`src/rtl/fir_mac_scheduler.sv`:
```
// Time-shared FIR filter for 0/1 coefficient masks. A single accumulator walks all
// NTAPS taps of a circular delay line, one tap per clock. Each result is held until
// the consumer takes it.
// Optional build macro FIR_MAC_SCHEDULER_SAT_EN: when it is defined, the accumulator
// is clamped to the DW-bit signed range as the result is loaded. When it is not
// defined, the result is the low DW bits of the accumulator, so it wraps.
module fir_mac_scheduler #(
    parameter int unsigned NTAPS = 14,
    parameter int unsigned DW    = 32
) (
    input  logic             clk,
    input  logic             rst,
    input  logic [NTAPS-1:0] h,
    input  logic             in_valid,
    output logic             in_ready,
    input  logic [DW-1:0]    signal_in,
    output logic             out_valid,
    input  logic             out_ready,
    output logic [DW-1:0]    filter_out,
    input  logic             flush,
    output logic             busy,
    output logic             primed
);
    localparam int unsigned PW = $clog2(NTAPS);
    localparam int unsigned AW = DW + PW;
    localparam int unsigned CW = $clog2(NTAPS + 1);
    localparam logic [PW-1:0] LastIdx  = PW'(NTAPS - 1);
    localparam logic [PW-1:0] NtapsMod = PW'(NTAPS);
    localparam logic [CW-1:0] FullCnt  = CW'(NTAPS);

    typedef enum logic [1:0] {StIdle, StAccum, StHold} state_e;

    state_e               state_q, state_d;
    logic [PW-1:0]        wr_ptr_q, wr_ptr_d;
    logic [PW-1:0]        k_q, k_d;
    logic [NTAPS-1:0]     hsnap_q, hsnap_d;
    logic signed [AW-1:0] acc_q, acc_d;
    logic [DW-1:0]        out_q, out_d;
    logic                 out_valid_q, out_valid_d;
    logic [CW-1:0]        cnt_q, cnt_d;
    logic [DW-1:0]        line_q [NTAPS];

    logic                 line_we;
    logic                 line_clr;
    logic [PW-1:0]        rd_idx;
    logic [DW-1:0]        tap_sample;
    logic signed [AW-1:0] tap_term;
    logic signed [AW-1:0] acc_sum;
    logic [DW-1:0]        result;

`ifdef FIR_MAC_SCHEDULER_SAT_EN
    localparam logic signed [AW-1:0] MaxVal = $signed({{(PW + 1){1'b0}}, {(DW - 1){1'b1}}});
    localparam logic signed [AW-1:0] MinVal = $signed({{(PW + 1){1'b1}}, {(DW - 1){1'b0}}});
`endif

    // Tap read address (wr_ptr - k) mod NTAPS, then the masked and sign-extended term
    always_comb begin
        rd_idx = wr_ptr_q - k_q;
        if (wr_ptr_q < k_q) begin
            rd_idx = wr_ptr_q - k_q + NtapsMod;
        end
        tap_sample = line_q[rd_idx];
        tap_term   = '0;
        if (hsnap_q[k_q]) begin
            tap_term = $signed({{PW{tap_sample[DW-1]}}, tap_sample});
        end
        acc_sum = acc_q + tap_term;
    end

    // Reduce the full-width sum to DW bits, either by clamping or by wrapping
    always_comb begin
`ifdef FIR_MAC_SCHEDULER_SAT_EN
        result = acc_sum[DW-1:0];
        if (acc_sum > MaxVal) begin
            result = {1'b0, {(DW - 1){1'b1}}};
        end else if (acc_sum < MinVal) begin
            result = {1'b1, {(DW - 1){1'b0}}};
        end
`else
        result = acc_sum[DW-1:0];
`endif
    end

    // Next-state logic for the FSM and the datapath registers
    always_comb begin
        state_d     = state_q;
        wr_ptr_d    = wr_ptr_q;
        k_d         = k_q;
        hsnap_d     = hsnap_q;
        acc_d       = acc_q;
        out_d       = out_q;
        out_valid_d = out_valid_q;
        cnt_d       = cnt_q;
        line_we     = 1'b0;
        line_clr    = 1'b0;
        unique case (state_q)
            StIdle: begin
                // Flush takes priority over a sample offered in the same cycle
                if (flush) begin
                    line_clr = 1'b1;
                    wr_ptr_d = '0;
                    cnt_d    = '0;
                end else if (in_valid) begin
                    line_we = 1'b1;
                    hsnap_d = h;
                    acc_d   = '0;
                    k_d     = '0;
                    state_d = StAccum;
                    if (cnt_q != FullCnt) begin
                        cnt_d = cnt_q + CW'(1);
                    end
                end
            end
            StAccum: begin
                acc_d = acc_sum;
                if (k_q == LastIdx) begin
                    out_d       = result;
                    out_valid_d = 1'b1;
                    state_d     = StHold;
                end else begin
                    k_d = k_q + PW'(1);
                end
            end
            StHold: begin
                if (out_ready) begin
                    out_valid_d = 1'b0;
                    wr_ptr_d    = (wr_ptr_q == LastIdx) ? '0 : wr_ptr_q + PW'(1);
                    state_d     = StIdle;
                end
            end
            default: state_d = StIdle;
        endcase
    end

    // State and datapath registers
    always_ff @(posedge clk or posedge rst) begin
        if (rst) begin
            state_q     <= StIdle;
            wr_ptr_q    <= '0;
            k_q         <= '0;
            hsnap_q     <= '0;
            acc_q       <= '0;
            out_q       <= '0;
            out_valid_q <= 1'b0;
            cnt_q       <= '0;
        end else begin
            state_q     <= state_d;
            wr_ptr_q    <= wr_ptr_d;
            k_q         <= k_d;
            hsnap_q     <= hsnap_d;
            acc_q       <= acc_d;
            out_q       <= out_d;
            out_valid_q <= out_valid_d;
            cnt_q       <= cnt_d;
        end
    end

    // Circular delay line: cleared on reset or flush, written on sample acceptance
    always_ff @(posedge clk or posedge rst) begin
        if (rst) begin
            for (int i = 0; i < NTAPS; i++) begin
                line_q[i] <= '0;
            end
        end else if (line_clr) begin
            for (int i = 0; i < NTAPS; i++) begin
                line_q[i] <= '0;
            end
        end else if (line_we) begin
            line_q[wr_ptr_q] <= signal_in;
        end
    end

    assign in_ready   = (state_q == StIdle) && !flush;
    assign busy       = (state_q != StIdle);
    assign primed     = (cnt_q == FullCnt);
    assign out_valid  = out_valid_q;
    assign filter_out = out_q;

endmodule
```
`config.mk`:
```
export PLATFORM = sky130hd
export DESIGN_NAME = fir_mac_scheduler
export DESIGN_NICKNAME = d
export VERILOG_FILES = /design/src/rtl/fir_mac_scheduler.sv
export SDC_FILE = /design/constraint.sdc
export NUM_CORES = 2
export LEC_CHECK = 0
export CORE_ASPECT_RATIO = 0.8
export CORE_MARGIN = 3
export CORE_UTILIZATION = 28
export DETAILED_ROUTE_END_ITERATION = 12
export PLACE_DENSITY_LB_ADDON = 0.1
export SETUP_SLACK_MARGIN = 0.1
export SLEW_MARGIN = 20
export SYNTH_ARGS = -nofsm -noshare
export SYNTH_HDL_FRONTEND = slang
export SYNTH_SLANG_ARGS = --single-unit
```
`constraint.sdc`:
```
create_clock -name clk -period 41.8 [get_ports clk]
set_clock_uncertainty 0.1 [all_clocks]
set_input_delay 6.27 -clock clk [delete_from_list [all_inputs] [get_ports clk]]
set_output_delay 6.27 -clock clk [all_outputs]
set_load 0.01 [all_outputs]
```
* Yosys cells after proc, flatten, opt, wreduce, memory -nomap -nowiden
Cells that the tools add are included.
W data, S select, Z words.
** Cells by class
- Eq/ne operators :: 12
- Bitwise logic cells :: 3
- Reductions and logical operators :: 19
- Magnitude comparators :: 5
- Muxes and demuxes :: 39
- Add/sub/neg operators :: 6
** Operator list (number)
- $mux W448 :: 2
- $bwmux W448 :: 1
- $bmux W32 S4 :: 1
- $demux W32 S4 :: 1
- $mux W36 :: 3
- $mux W32 :: 3
- $pmux W36 S2 :: 1
- $mux W4 :: 10
- $add A36 B36 Y36 :: 1
- $pmux W4 S2 :: 2
- $reduce_and A3 Y1 :: 5
- $reduce_bool A2 Y1 :: 7
- $add A4 B1 Y4 const B :: 3
- $eq A4 B4 Y1 const B :: 3
- $ne A2 B2 Y1 const B :: 6
- $ge A5 B5 Y1 const B :: 2
- $not A4 Y5 :: 2
- $mux W1 :: 8
- $mux W2 :: 4
- $reduce_and A4 Y1 :: 2
- $pmux W2 S3 :: 1
- $lt A4 B5 Y1 const B :: 1
- $lt A5 B1 Y1 const B :: 1
- $add A4 B4 Y4 const B :: 1
- 12 further kinds :: 13
** Word-level totals
- Logic and storage cells :: 106
- Output and inout bits :: 36
- Input bits :: 51
- Flip-flop bits (word level) :: 545

* Logic depth before layout (Yosys ltp)
- Depth after elaboration :: 10
- Mapped depth :: 27
- Gate-level depth less buffers :: 24

* Worst setup path after synthesis
Ideal clock, no wire load.
- Path type :: input port to output port
- Start :: in flush
- End :: out in_ready
- Stages :: 1
- Path buffers :: 0
- Setup slack :: 28940 ps
- Arrival :: 6490 ps
- Data required time :: 35430 ps
- Cells stage by stage :: nor2_1
** Between the ends
- Word-level cells in the longest chain between the ends :: 2
** Ends and longest elaborated chain
- start, declared :: RTL line 20 : input logic flush,
- $logic_not A1 Y1 :: RTL line 173 : assign in_ready = (state_q == StIdle) && !flush;
- $logic_and A1 B1 Y1 :: RTL line 173
- end, declared :: RTL line 15 : output logic in_ready,
Every way passes these cells.

* Worst setup path after layout
Same ends and word-level chain as after synthesis.

==> Implementation_results.wiki <==
{| class="wikitable"
! Metric !! Value
|-
| Critical Path AT || 7.53 ns
|-
| Initial DRC Count || 2111
|-
| Fillers || 9509
|-
| Tmin final || 13.90 ns
|-
| Top area cells in the synthesized netlist || sky130_fd_sc_hd__dfrtp_1 50%, sky130_fd_sc_hd__nand2_1 14%, sky130_fd_sc_hd__a21oi_1 9.0%
|-
| Fraction of the yosys area taken by sequential cells || between 50% and 60%
|-
| Clock network latency to the later pin of the worst-skew pair || 0.62 ns
|-
| Max incr delay on CP || 0.57 ns
|-
| RSZ-0062 raised after global routing || false
|-
| Clock network power share || 24.9%
|-
| Boundary Pins || between 80 and 90
|-
| Combinational cell fraction of total power || 49.4%
|-
| Final hold violations || 0
|-
| Relative area change from synthesis to final layout || 16.8%
|-
| Sum of negative setup slack || 0 ns
|-
| Kind of critical path || in2out
|-
| Leftover overflow at the end of global routing || 0
|-
| Width of the die || 352 um
|-
| Worst slew pin tran || 1.18 ns
|-
| Synth unique cells || 59
|-
| Detailed-routing iteration count for the pre-antenna-repair pass || 5
|-
| Area of the mapped netlist || roughly 0.027 mm^2
|-
| Total global routing track utilization || 19.9%
|-
| Data required time at the worst endpoint || 35.43 ns
|-
| Post-DP HPWL || 54.6 mm
|-
| CTS H-tree lvls || 3
|-
| Switching power summed over all nets || 1.06 mW
|-
| Via count of the first global-routing pass || approximately 22000
|-
| Clock Root Buffer || sky130_fd_sc_hd__clkbuf_16
|-
| Total inserted antenna cells || 0
|-
| Run status || finished, final reports clean
|-
| Clock Pin Slew Worst Setup and Hold Paths || around 0.040 ns
|-
| Most frequent cells in the layout || 1025 x sky130_fd_sc_hd__nand2_1, 541 x sky130_fd_sc_hd__dfrtp_1, 480 x sky130_fd_sc_hd__a21oi_1, 102 x sky130_fd_sc_hd__mux4_2, 86 x sky130_fd_sc_hd__clkdlybuf4s50_1
|-
| Design internal power || 1.35 mW
|-
| Count of state elements after synthesis || 541
|-
| Area share of the largest cell type after synthesis || 50.5%
|-
| Count of buffers inserted at the top-level ports || 86
|-
| Core region area || 0.0940 mm^2
|-
| Switching share of power || 43.9%
|-
| Number of clock buffers inserted by TritonCTS || between 60 and 70
|-
| Maximum VDD drop || 0.000137 V
|-
| Max-cap violations || 0
|-
| Total power of the final layout || 2.41 mW
|-
| Average cell area after synthesis || 9.22 um^2
|-
| Reported leakage power || between 10 and 15 nW
|-
| Full die area || 0.0996 mm^2
|-
| CP dominant cell by count || sky130_fd_sc_hd__clkdlybuf4s50_1
|-
| Maximum number of buffers from clock root to sink || 3
|-
| Residual DRC || 0
|-
| Pins over their slew limit || 0
|-
| Sequential power share || approximately 26%
|-
| Synth Flop Type || sky130_fd_sc_hd__dfrtp_1
|-
| Syn nets || ~3000
|-
| Final weighted congestion in routability-driven placement || approximately 0.77
|-
| Endpoint class of the critical path || output port
|-
| Relative slew margins || 21.3%
|-
| Post-cts sizing count || 0
|-
| Total clock sinks || 541
|-
| Cell-by-cell trace of the critical path || clkdlybuf4s50_1 -> nor2_1 -> clkdlybuf4s50_1
|-
| CTS tree || done
|-
| Number of nets in the layout || 2976
|-
| Initial Utilization || between 20% and 30%
|-
| Ys async rst share || 100%
|-
| Max stage delay cell, worst path || sky130_fd_sc_hd__clkdlybuf4s50_1
|-
| Synth warnings || 0
|-
| Largest net degree at the start of global routing || 228
|-
| Global-route wire length before repair || 148 mm
|-
| Worst hold-check path type || reg2reg
|-
| Total routed wirelength || 99.3 mm
|-
| Gate count after technology mapping || 2909
|-
| Power per unit of standard cell area || 76.9 mW/mm^2
|-
| Number of antenna violations at the first check in global routing || 7
|-
| Detailed-route wire length per cell || about 24 um
|-
| Post-CTS Setup Repair Bufs || 0
|-
| CTS Hold Buffers Added || 0
|-
| Share of layout cells above drive strength 1 || 10.7%
|-
| Kind of start point of the critical path || input port
|-
| Vertical extent of the die || 283 um
|-
| Number of synthesized flops with an enable pin || 0
|-
| Critical Path Fanout Max || 5
|-
| Final Setup Violations || 0
|-
| Post-DR vias/cell || approximately 5.2
|-
| Routed Antenna Nets || 0
|-
| Most common library cell in the layout ignoring fill and taps || sky130_fd_sc_hd__nand2_1
|-
| Placement Rows || 100
|-
| Tightest hold margin || 0.372 ns
|-
| Overall via count from detail_route || 21700
|-
| Highest clock rate || around 72 MHz
|-
| Biggest area consumer among synthesized cells || sky130_fd_sc_hd__dfrtp_1
|-
| Fraction of the cycle the final worst path needs || 33.3%
|}
[power by group through the flow]
stage / sequential [mW] / clock, mW / combinational [mW]
2_1_floorplan: 0.623 / 0 / 0.758
3_3_place_gp: 0.627 / 0 / 1.19
3_5_place_dp: 0.628 / 0 / 1.20
4_1_cts: 0.619 / 0.620 / 1.21
5_1_grt: 0.626 / 0.640 / 1.28
6_report: 0.619 / 0.601 / 1.19
[critical path: cells and delay by family]
kind          cells  cell delay (ns)
buf+inv           2             1.05
simple gates      1             0.21
[path summary, 6_finish.rpt]
path,from,to,slack (ns),cells after the start
max,flush,in_ready,27.90,3
min,hsnap_q[11],hsnap_q[11],0.37,2
max reg2reg,wr_ptr_q[0],filter_out[28],34.20,18
min reg2reg,hsnap_q[11],hsnap_q[11],0.37,2
max in group asynchronous,rst,line_q[328],33.04,4
min in group asynchronous,rst,hsnap_q[9],6.04,2
[final cells by class]
type,instances,area (um^2),area share (%)
Clock inverter,19,228,0.727
Inverter,26,105,0.336
Tap cell,1275,1600,5.09
Sequential cell,541,13500,43.2
Multi-Input combinational cell,2103,12500,39.8
Timing Repair Buffer,143,1350,4.31
Clock buffer,105,2040,6.52
[Yosys cell counts, drive strengths merged, types with 3 or more instances]
cell type,instances
nand2,1032
dfrtp,541
a21oi,481
clkbuf,225
mux4,102
a211oi,71
mux2i,68
o21ai,65
nor2,58
ha,40
nand3,28
inv,26
xnor2,21
a21o,15
buf,14
xor2,14
nor3,12
a22o,11
nand2b,9
or3,8
a31oi,7
mux2,6
nor2b,6
and2,5
nand4,4
o31ai,4
o21a,3
[layer usage]
| layer | vias to the layer above | part of all wire [%] | global-route usage [%] |
|---|---|---|---|
| met5 | - | 0.062 | 0 |
| met2 | 688 | 46 | 31.9 |
| li1 | 9834 | - | - |
| met4 | 10 | 2.5 | 5.61 |
| met3 | 138 | 6.8 | 4.76 |
| met1 | 11000 | 45 | 27.0 |
[kinds of logic after synthesis]
family          synth area share (%)
compound gates                  14.1
xor+xnor                        1.31
fa+ha+maj                       2.02
buf+inv                         3.75
flops                           50.5
mux                             11.4
simple gates                    17.0
[flip-flops by register name, summed over array words and instances (netlist names)]
name,cells
acc_q,32
cnt_q,4
filter_out,32
hsnap_q,14
k_q,4
line_q,448
out_valid,1
state_q,2
wr_ptr_q,4
[through the flow]
step | worst slack [ns] | utilization, % | instances | instance area [um^2]
floorplan | 20.31 | - | 2909 | 26800
global placement | 27.82 | 30.9 | 4088 | 29000
detailed placement | 27.91 | 30.9 | 4088 | 29100
CTS | 27.89 | 33.3 | 4212 | 31300
global route | 27.81 | 33.3 | 4212 | 31300
finish | 27.90 | 33.3 | 4212 | 31300
(Power assumes the default switching activity.)
